**config.mk**
```make
export PLATFORM = sky130hd
export DESIGN_NAME = dmem_arbiter_flat
export DESIGN_NICKNAME = d
export VERILOG_FILES = /design/src/rtl/dmem_arbiter_if.sv /design/src/rtl/dmem_arbiter.sv /design/src/flat_wrapper.sv
export SDC_FILE = /design/constraint.sdc
export NUM_CORES = 1
export LEC_CHECK = 0
export BUFFER_PORTS_ARGS = -buffer_cell sky130_fd_sc_hd__buf_2
export CORE_AREA = 5 5 106 108
export DETAILED_ROUTE_END_ITERATION = 6
export DIE_AREA = 0 0 111 113
export SLEW_MARGIN = 20
export SYNTH_ARGS = -nofsm -noshare
export SYNTH_HDL_FRONTEND = slang
export SYNTH_SLANG_ARGS = --single-unit
```
**constraint.sdc**
```tcl
create_clock -name clk -period 3.3 [get_ports clk]
set_input_delay 0.66 -clock clk [delete_from_list [all_inputs] [get_ports clk]]
set_output_delay 0.66 -clock clk [all_outputs]
set_load 0.05 [all_outputs]
```
**src/rtl/dmem_arbiter_if.sv**
```systemverilog
// rtl/dmem_arbiter_if.sv - requester A/B, shared response and data-memory signal bundle for dmem_arbiter
interface dmem_arbiter_if #(
  parameter int AW = 32,
  parameter int DW = 32
);
  logic          a_req_valid;
  logic          a_req_ready;
  logic [AW-1:0] a_req_addr;
  logic [2:0]    a_req_rop;
  logic [1:0]    a_req_wop;
  logic [DW-1:0] a_req_wdata;
  logic          a_rsp_valid;
  logic          a_rsp_ready;

  logic          b_req_valid;
  logic          b_req_ready;
  logic [AW-1:0] b_req_addr;
  logic [2:0]    b_req_rop;
  logic [1:0]    b_req_wop;
  logic [DW-1:0] b_req_wdata;
  logic          b_rsp_valid;
  logic          b_rsp_ready;

  logic [DW-1:0] rsp_data;
  logic          rsp_err;

  logic [2:0]    mem_read;
  logic [1:0]    mem_write;
  logic [31:0]   mem_addr;
  logic [DW-1:0] mem_wdata;
  logic [DW-1:0] mem_rdata;

  modport slave (
    input  a_req_valid, a_req_addr, a_req_rop, a_req_wop, a_req_wdata, a_rsp_ready,
    input  b_req_valid, b_req_addr, b_req_rop, b_req_wop, b_req_wdata, b_rsp_ready,
    input  mem_rdata,
    output a_req_ready, a_rsp_valid, b_req_ready, b_rsp_valid,
    output rsp_data, rsp_err,
    output mem_read, mem_write, mem_addr, mem_wdata
  );

  modport master (
    output a_req_valid, a_req_addr, a_req_rop, a_req_wop, a_req_wdata, a_rsp_ready,
    output b_req_valid, b_req_addr, b_req_rop, b_req_wop, b_req_wdata, b_rsp_ready,
    output mem_rdata,
    input  a_req_ready, a_rsp_valid, b_req_ready, b_rsp_valid,
    input  rsp_data, rsp_err,
    input  mem_read, mem_write, mem_addr, mem_wdata
  );
endinterface

```
**src/rtl/dmem_arbiter.sv**
```systemverilog
// rtl/dmem_arbiter.sv - round-robin two-requester data-memory arbiter with a single-entry response buffer
module dmem_arbiter #(
  parameter int AW = 32,
  parameter int DW = 32
) (
  input logic           clk,
  input logic           rst,
  dmem_arbiter_if.slave bus
);
  localparam logic [2:0] ROP_NONE = 3'b000;
  localparam logic [2:0] ROP_LW   = 3'b001;
  localparam logic [2:0] ROP_LH   = 3'b010;
  localparam logic [2:0] ROP_LHU  = 3'b011;
  localparam logic [1:0] WOP_NONE = 2'b00;
  localparam logic [1:0] WOP_SW   = 2'b01;
  localparam logic [1:0] WOP_SH   = 2'b10;

  typedef enum logic {
    SEL_A = 1'b0,
    SEL_B = 1'b1
  } sel_t;

  sel_t          rsp_owner;
  sel_t          last_grant;
  sel_t          winner;
  logic          rsp_pend;
  logic [DW-1:0] rsp_data_q;
  logic          rsp_err_q;

  logic          consume;
  logic          can_acc;
  logic          grant_a;
  logic          grant_b;
  logic          accept;

  logic [2:0]    w_rop;
  logic [1:0]    w_wop;
  logic [AW-1:0] w_addr;
  logic [DW-1:0] w_wdata;

  logic          bad_rop;
  logic          op_clash;
  logic          misalign;
  logic [2:0]    eff_rop;
  logic          req_err;

  // Requests are gated off during reset so nothing reaches memory while rst is high.
  always_comb begin
    consume = rsp_pend & ((rsp_owner == SEL_A) ? bus.a_rsp_ready : bus.b_rsp_ready);
    can_acc = !rst & (!rsp_pend | consume);
    grant_a = bus.a_req_valid & (!bus.b_req_valid | (last_grant == SEL_B));
    grant_b = bus.b_req_valid & (!bus.a_req_valid | (last_grant == SEL_A));
    accept  = can_acc & (grant_a | grant_b);
    winner  = grant_b ? SEL_B : SEL_A;
  end

  always_comb begin
    w_rop   = ROP_NONE;
    w_wop   = WOP_NONE;
    w_addr  = '0;
    w_wdata = '0;
    if (winner == SEL_B) begin
      w_rop   = bus.b_req_rop;
      w_wop   = bus.b_req_wop;
      w_addr  = bus.b_req_addr;
      w_wdata = bus.b_req_wdata;
    end else begin
      w_rop   = bus.a_req_rop;
      w_wop   = bus.a_req_wop;
      w_addr  = bus.a_req_addr;
      w_wdata = bus.a_req_wdata;
    end
  end

  // Misalignment only flags the response; the access still goes out unchanged.
  always_comb begin
    bad_rop  = (w_rop[2:1] == 2'b11);
    op_clash = (w_rop != ROP_NONE) && (w_wop != WOP_NONE);
    misalign = 1'b0;
    case (w_rop)
      ROP_LW:          misalign = (w_addr[1:0] != 2'b00);
      ROP_LH, ROP_LHU: misalign = w_addr[0];
      default:         misalign = 1'b0;
    endcase
    case (w_wop)
      WOP_SW:  misalign = misalign | (w_addr[1:0] != 2'b00);
      WOP_SH:  misalign = misalign | w_addr[0];
      default: misalign = misalign;
    endcase
    eff_rop = (bad_rop | op_clash) ? ROP_NONE : w_rop;
    req_err = bad_rop | op_clash | misalign;
  end

  assign bus.a_req_ready = can_acc & grant_a;
  assign bus.b_req_ready = can_acc & grant_b;
  assign bus.a_rsp_valid = rsp_pend & (rsp_owner == SEL_A);
  assign bus.b_rsp_valid = rsp_pend & (rsp_owner == SEL_B);
  assign bus.rsp_data    = rsp_data_q;
  assign bus.rsp_err     = rsp_err_q;

  assign bus.mem_read    = accept ? eff_rop : ROP_NONE;
  assign bus.mem_write   = accept ? w_wop : WOP_NONE;
  assign bus.mem_addr    = accept ? 32'(w_addr) : 32'h0;
  assign bus.mem_wdata   = accept ? w_wdata : '0;

  // Consume and accept in the same cycle simply reloads the buffer.
  always_ff @(posedge clk or posedge rst) begin
    if (rst) begin
      rsp_pend   <= 1'b0;
      rsp_owner  <= SEL_A;
      last_grant <= SEL_B;
      rsp_data_q <= '0;
      rsp_err_q  <= 1'b0;
    end else if (accept) begin
      rsp_pend   <= 1'b1;
      rsp_owner  <= winner;
      last_grant <= winner;
      rsp_data_q <= (eff_rop != ROP_NONE) ? bus.mem_rdata : '0;
      rsp_err_q  <= req_err;
    end else if (consume) begin
      rsp_pend   <= 1'b0;
    end
  end
endmodule

```
**src/flat_wrapper.sv**
```systemverilog
// flat-port wrapper written by rule: the top's interface ports become plain ports
module dmem_arbiter_flat 
#(
  parameter int AW = 32,
  parameter int DW = 32
)
  (clk, rst, bus_a_req_valid, bus_a_req_addr, bus_a_req_rop, bus_a_req_wop, bus_a_req_wdata, bus_a_rsp_ready, bus_b_req_valid, bus_b_req_addr, bus_b_req_rop, bus_b_req_wop, bus_b_req_wdata, bus_b_rsp_ready, bus_mem_rdata, bus_a_req_ready, bus_a_rsp_valid, bus_b_req_ready, bus_b_rsp_valid, bus_rsp_data, bus_rsp_err, bus_mem_read, bus_mem_write, bus_mem_addr, bus_mem_wdata);
  dmem_arbiter_if #(.AW(AW), .DW(DW)) bus_i ();
  input logic clk;
  input logic rst;
  input wire logic [$bits(bus_i.a_req_valid)-1:0] bus_a_req_valid;
  input wire logic [$bits(bus_i.a_req_addr)-1:0] bus_a_req_addr;
  input wire logic [$bits(bus_i.a_req_rop)-1:0] bus_a_req_rop;
  input wire logic [$bits(bus_i.a_req_wop)-1:0] bus_a_req_wop;
  input wire logic [$bits(bus_i.a_req_wdata)-1:0] bus_a_req_wdata;
  input wire logic [$bits(bus_i.a_rsp_ready)-1:0] bus_a_rsp_ready;
  input wire logic [$bits(bus_i.b_req_valid)-1:0] bus_b_req_valid;
  input wire logic [$bits(bus_i.b_req_addr)-1:0] bus_b_req_addr;
  input wire logic [$bits(bus_i.b_req_rop)-1:0] bus_b_req_rop;
  input wire logic [$bits(bus_i.b_req_wop)-1:0] bus_b_req_wop;
  input wire logic [$bits(bus_i.b_req_wdata)-1:0] bus_b_req_wdata;
  input wire logic [$bits(bus_i.b_rsp_ready)-1:0] bus_b_rsp_ready;
  input wire logic [$bits(bus_i.mem_rdata)-1:0] bus_mem_rdata;
  output wire logic [$bits(bus_i.a_req_ready)-1:0] bus_a_req_ready;
  output wire logic [$bits(bus_i.a_rsp_valid)-1:0] bus_a_rsp_valid;
  output wire logic [$bits(bus_i.b_req_ready)-1:0] bus_b_req_ready;
  output wire logic [$bits(bus_i.b_rsp_valid)-1:0] bus_b_rsp_valid;
  output wire logic [$bits(bus_i.rsp_data)-1:0] bus_rsp_data;
  output wire logic [$bits(bus_i.rsp_err)-1:0] bus_rsp_err;
  output wire logic [$bits(bus_i.mem_read)-1:0] bus_mem_read;
  output wire logic [$bits(bus_i.mem_write)-1:0] bus_mem_write;
  output wire logic [$bits(bus_i.mem_addr)-1:0] bus_mem_addr;
  output wire logic [$bits(bus_i.mem_wdata)-1:0] bus_mem_wdata;
  assign bus_i.a_req_valid = bus_a_req_valid;
  assign bus_i.a_req_addr = bus_a_req_addr;
  assign bus_i.a_req_rop = bus_a_req_rop;
  assign bus_i.a_req_wop = bus_a_req_wop;
  assign bus_i.a_req_wdata = bus_a_req_wdata;
  assign bus_i.a_rsp_ready = bus_a_rsp_ready;
  assign bus_i.b_req_valid = bus_b_req_valid;
  assign bus_i.b_req_addr = bus_b_req_addr;
  assign bus_i.b_req_rop = bus_b_req_rop;
  assign bus_i.b_req_wop = bus_b_req_wop;
  assign bus_i.b_req_wdata = bus_b_req_wdata;
  assign bus_i.b_rsp_ready = bus_b_rsp_ready;
  assign bus_i.mem_rdata = bus_mem_rdata;
  assign bus_a_req_ready = bus_i.a_req_ready;
  assign bus_a_rsp_valid = bus_i.a_rsp_valid;
  assign bus_b_req_ready = bus_i.b_req_ready;
  assign bus_b_rsp_valid = bus_i.b_rsp_valid;
  assign bus_rsp_data = bus_i.rsp_data;
  assign bus_rsp_err = bus_i.rsp_err;
  assign bus_mem_read = bus_i.mem_read;
  assign bus_mem_write = bus_i.mem_write;
  assign bus_mem_addr = bus_i.mem_addr;
  assign bus_mem_wdata = bus_i.mem_wdata;
  dmem_arbiter #(.AW(AW), .DW(DW)) u_core (.clk(clk), .rst(rst), .bus(bus_i));
endmodule
```
### Word level (Yosys, flattened, before mapping)

Cells that the tools add are included.

* register bits after elaboration: 36
* input port bits: 176
* output and inout port bits: 106
* word-level logic and storage cells: 57

* equal/unequal tests: 6
* mux-type cells: 16
* bitwise logic cells: 19
* reduce and logical (&&, ||, !) cells: 11

Operators by type and width (count)
* $mux W32: 5
* $and A1 B1 Y1: 9
* $mux W3: 3
* $or A1 B1 Y1: 8
* $eq A3 B2 Y1 const B: 2
* $reduce_bool A2 Y1: 3
* $reduce_bool A3 Y1: 2
* $eq A2 B2 Y1 const B: 2
* $logic_not A1 Y1: 4
* $mux W1: 4
* $mux W2: 2
* $pmux W1 S2: 2
* $eq A3 B1 Y1 const B: 1
* $eq A2 B1 Y1 const B: 1
* $not A1 Y1: 2
* $reduce_or A2 Y1: 1
* $logic_and A1 B1 Y1: 1

### Depth between registers and ports, before layout

* depth in word-level cells: 11
* gate-level depth with buffers: 9
* gate-level depth less buffers: 7

### Least setup slack after synthesis

No wires, ideal clock.

* kind: input-to-output
* start point: input rst
* end point: output bus_mem_read[0]
* arrival: 3.041 ns
* required time: 2.640 ns
* slack: -0.401 ns
* stages on the path: 6
* buffers on the path: 1
* path through: inv_1 > o221ai_2 > buf_6 > a311oi_2 > o21ai_1 > a21oi_1

* word-level cells in the longest chain between the ends: 4

RTL lines
* start: declaration: RTL line flat_wrapper.sv:10 `input logic rst;`
* $logic_not A1 Y1: RTL line dmem_arbiter.sv:50 `can_acc = !rst & (!rsp_pend | consume);`
* $and A1 B1 Y1: RTL line dmem_arbiter.sv:50
* $and A1 B1 Y1: RTL line dmem_arbiter.sv:53 `accept = can_acc & (grant_a | grant_b);`
* $mux W3: RTL line dmem_arbiter.sv:101 `assign bus.mem_read = accept ? eff_rop : ROP_NONE;`
* end: declaration: RTL line flat_wrapper.sv:30 `output wire logic [$bits(bus_i.mem_read)-1:0] bus_mem_read;`

Every way passes these cells.

### Final worst setup path

* start point: input bus_b_req_valid
* end point: output bus_mem_wdata[1]

* word-level cells in the longest chain between the ends: 6
* elaborated cells between the ends (all ways): 9
* those cells by class: mux (3); bitwise (5); reduce/logical (1)

RTL lines
* start: declaration: RTL line flat_wrapper.sv:17 `input wire logic [$bits(bus_i.b_req_valid)-1:0] bus_b_req_valid;`
* $logic_not A1 Y1: RTL line dmem_arbiter.sv:51 `grant_a = bus.a_req_valid & (!bus.b_req_valid | (last_grant == SEL_B));`
* $or A1 B1 Y1: RTL line dmem_arbiter.sv:51
* $and A1 B1 Y1: RTL line dmem_arbiter.sv:51
* $or A1 B1 Y1: RTL line dmem_arbiter.sv:53
* $and A1 B1 Y1: RTL line dmem_arbiter.sv:53
* $mux W32 (*): RTL line dmem_arbiter.sv:104 `assign bus.mem_wdata = accept ? w_wdata : '0;`
* end: declaration: RTL line flat_wrapper.sv:33 `output wire logic [$bits(bus_i.mem_wdata)-1:0] bus_mem_wdata;`

Every way passes the cells marked *; elsewhere a longest branch is shown, timed or not.

==> flow_summary.toml <==
[detailed_routing]
drtIter0Drc = 223
routed_wl_um = 10920
postRouteAntennaNets = 0
drtPass1Iterations = 4
vias = 3422
drt-vias-per-instance = 4.569
remaining_drc_errors = 0
wl_per_cell_um = 14.58

[setup_path]
cp_cell_sequence = "buf_2, a21boi_4, buf_4, nand2_1, a21oi_1, buf_2"
crit_slowest_cell = "buf_4"
max_stage_delay_ps = 530
worstSetupPathType = "input port to output port"
cp.arrival_ps = 2210
critPathMaxFanout = 63
cp-end-kind = "output port"
cp.required_ps = 2640
r2r_cells = 6
start_kind = "input port"
crit_top_cell = "buf_2"

[clocking]
cts_root_buffer = "clkbuf_8"
insertion_delay_ps = 280
cts_buffers = 5
clkSinkCount = 36
cts_hold_buffers = 0
cts.repair.resized = 0
cts_tree = "yes"
cts_setup_buffers = 0
h-tree-depth = 2
clkSlewWorstSetupHoldPaths_ps = 70
clock_path_buffers = 2

[yosys]
yosysSeqAreaShare_pct = 36.32
yosysUniqueCellTypes = 29
syn_area_per_cell_um2 = 7.178
syn_nets = 524
netlist_instances = 346
netlist_area_um2 = 2484
synth_top_cell_area_share_pct = 35.26
synth_area_leaders = "dfrtp_1, nand2_1, a21oi_1"
synth_top_cell_by_area = "dfrtp_1"
yosys_warnings = 0
ys_ff_latch = 36

[timing]
fmax_ghz = 0.3489
layout_min_cycle_time_ps = 2866
period_share_pct = 86.84
slew_viol_final = 0
tightest_slew_ps = 625.5
worst_slack_ps = 434.2
finalHoldViolations = 0
finalSetupTns_ps = 0
grt_setup_unrepaired = "false"
setup_viol = 0
relSlewSlack_pct = 58.30
fin_worst_skew_ps = 13.19

[die]
core.rowCount = 37
fp.dieH_um = 113
initial_core_util_pct = 24.50
io_pins = 282
die_x_um = 111
core_area_um2 = 10140
dieArea_um2 = 12540

[cells_and_area]
drive_gt1_share_pct = 49.43
fillers = 1067
nets = 790
regArea_um2 = 902.1
num_antenna_cells = 0
multiInputGateArea_um2 = 1429
syn2layout_area_growth_pct = 65.34

[global_route]
use_met3_pct = 4.652
grtUsageMet1_pct = 19.77
antenna_found_initial = 0
busiest_layer = "met2"
grt_usage_pct = 15.84
overflow = 0
grt_pass1_wl_um = 16680
use_met2_pct = 27.35
grt_pass1_vias = 3325
grt_max_degree = 64

[place]
dp_hpwl_um = 8840
dp_worst_setup_slack_ps = 339.8
port_buffers = 281
gp_congestion = 0.8829

[outcome]
status = "completed"

[power_and_ir_drop]
p_per_area_nw_per_um2 = 505.1
ir_worst_vdd_mv = 0.2791
power.leakage_nw = 2.466

[min_path]
worstHoldPathCells = 1
hp-class = "register to register"

[flow_run]
cap_violations = 0
[cells in the mapped netlist (all sizes together)]
| cell type | instances |
|---|---|
| nor2 | 11 |
| o41ai | 1 |
| buf | 10 |
| and2 | 2 |
| clkbuf | 20 |
| a21o | 1 |
| dfstp | 1 |
| mux2i | 4 |
| ha | 2 |
| a22o | 32 |
| a32o | 1 |
| inv | 6 |
| a311oi | 1 |
| a21boi | 1 |
| o21ai | 3 |
| dfrtp | 35 |
| nand2 | 138 |
| or3 | 1 |
| o32a | 1 |
| a21oi | 67 |
| and3 | 2 |
| mux2 | 1 |
| or4 | 1 |
| nor3 | 1 |
| o221ai | 1 |
| o21a | 2 |
[sequential cells by signal, summed over array words and instances, names as in the netlist]
name,cells
u_core.bus.rsp_data,32
u_core.bus.rsp_err,1
u_core.last_grant,1
u_core.rsp_owner,1
u_core.rsp_pend,1
[power by group]
| group | internal (mW) | leakage, nW | switching, mW | total (mW) |
|---|---|---|---|---|
| Sequential | 0.507 | 0.483 | 0.0436 | 0.551 |
| Combinational | 0.330 | 1.94 | 0.892 | 1.22 |
| Clock | 0.151 | 0.0424 | 0.151 | 0.302 |
| Total | 0.988 | 2.47 | 1.09 | 2.07 |
[layout make-up]
class / instances / share of cell area [%]
multi-input cells: 274 / 34.80
well taps: 136 / 4.144
clock inverters: 1 / 0.2133
inverters: 6 / 0.6399
flip-flops and latches: 36 / 21.97
repair buffers: 289 / 36.38
clock buffers: 7 / 1.859
[metal layers]
layer | wire length, um | part of all wire, % | up-vias
met2 | 5352 | 49 | 185
li1 | - | - | 1706
met3 | 1029 | 9.4 | 11
met5 | 0 | 0 | -
met4 | 136 | 1.2 | 0
met1 | 4405 | 40 | 1520
[worst paths after layout]
check	from	endpoint	slack, ps
worst max-delay path	bus_b_req_valid	bus_mem_wdata[1]	430
worst min-delay path	u_core.bus.rsp_data[30]$_DFFE_PP0P_	u_core.bus.rsp_data[30]$_DFFE_PP0P_	500
worst max register to register	u_core.last_grant$_DFFE_PP1P_	u_core.bus.rsp_data[2]$_DFFE_PP0P_	1250
worst min register to register	u_core.bus.rsp_data[30]$_DFFE_PP0P_	u_core.bus.rsp_data[30]$_DFFE_PP0P_	500
max in group asynchronous	rst	u_core.last_grant$_DFFE_PP1P_	2430
min in group asynchronous	rst	u_core.bus.rsp_err$_DFFE_PP0P_	540
[cell usage in the layout, fill, tap and decap left out, types with 4 or more instances in the layout]
| master | n |
|---|---|
| buf_4 | 7 |
| nand2_1 | 137 |
| clkbuf_8 | 5 |
| dfrtp_1 | 35 |
| buf_2 | 280 |
| a22o_1 | 32 |
| inv_1 | 5 |
| mux2i_1 | 4 |
| a21oi_1 | 67 |
| nor2_1 | 11 |
[worst max-delay path, delay by kind of cell]
family                 cells  cell delay, ps
buffers and inverters      3             960
AOI/OAI and AO/OA          2             420
and+or+nand+nor            1             110
[cells by family (layout without fill, tap and decap cells)]
logic type,Yosys count,after routing,synth area share [%]
compound gates,111,111,29.12
buf+inv,36,303,7.053
fa+ha+maj,2,2,1.007
mux,5,5,2.217
flops,36,36,36.32
simple gates,156,156,24.28
[stage by stage]
step | power (mW) | util (%) | instance area [um^2] | hold WS [ps] | std cells
floorplan | 1.437 | - | 2487 | 476.8 | 346
global placement | 1.772 | 39.65 | 4020 | 484.6 | 741
detailed placement | 1.788 | 39.65 | 4020 | 486.0 | 741
CTS | 2.098 | 40.49 | 4105 | 507.0 | 749
global route | 2.196 | 40.50 | 4106 | 517.6 | 749
finish | 2.074 | 40.50 | 4106 | 504.0 | 749
Power figures use the tool's default switching activity.
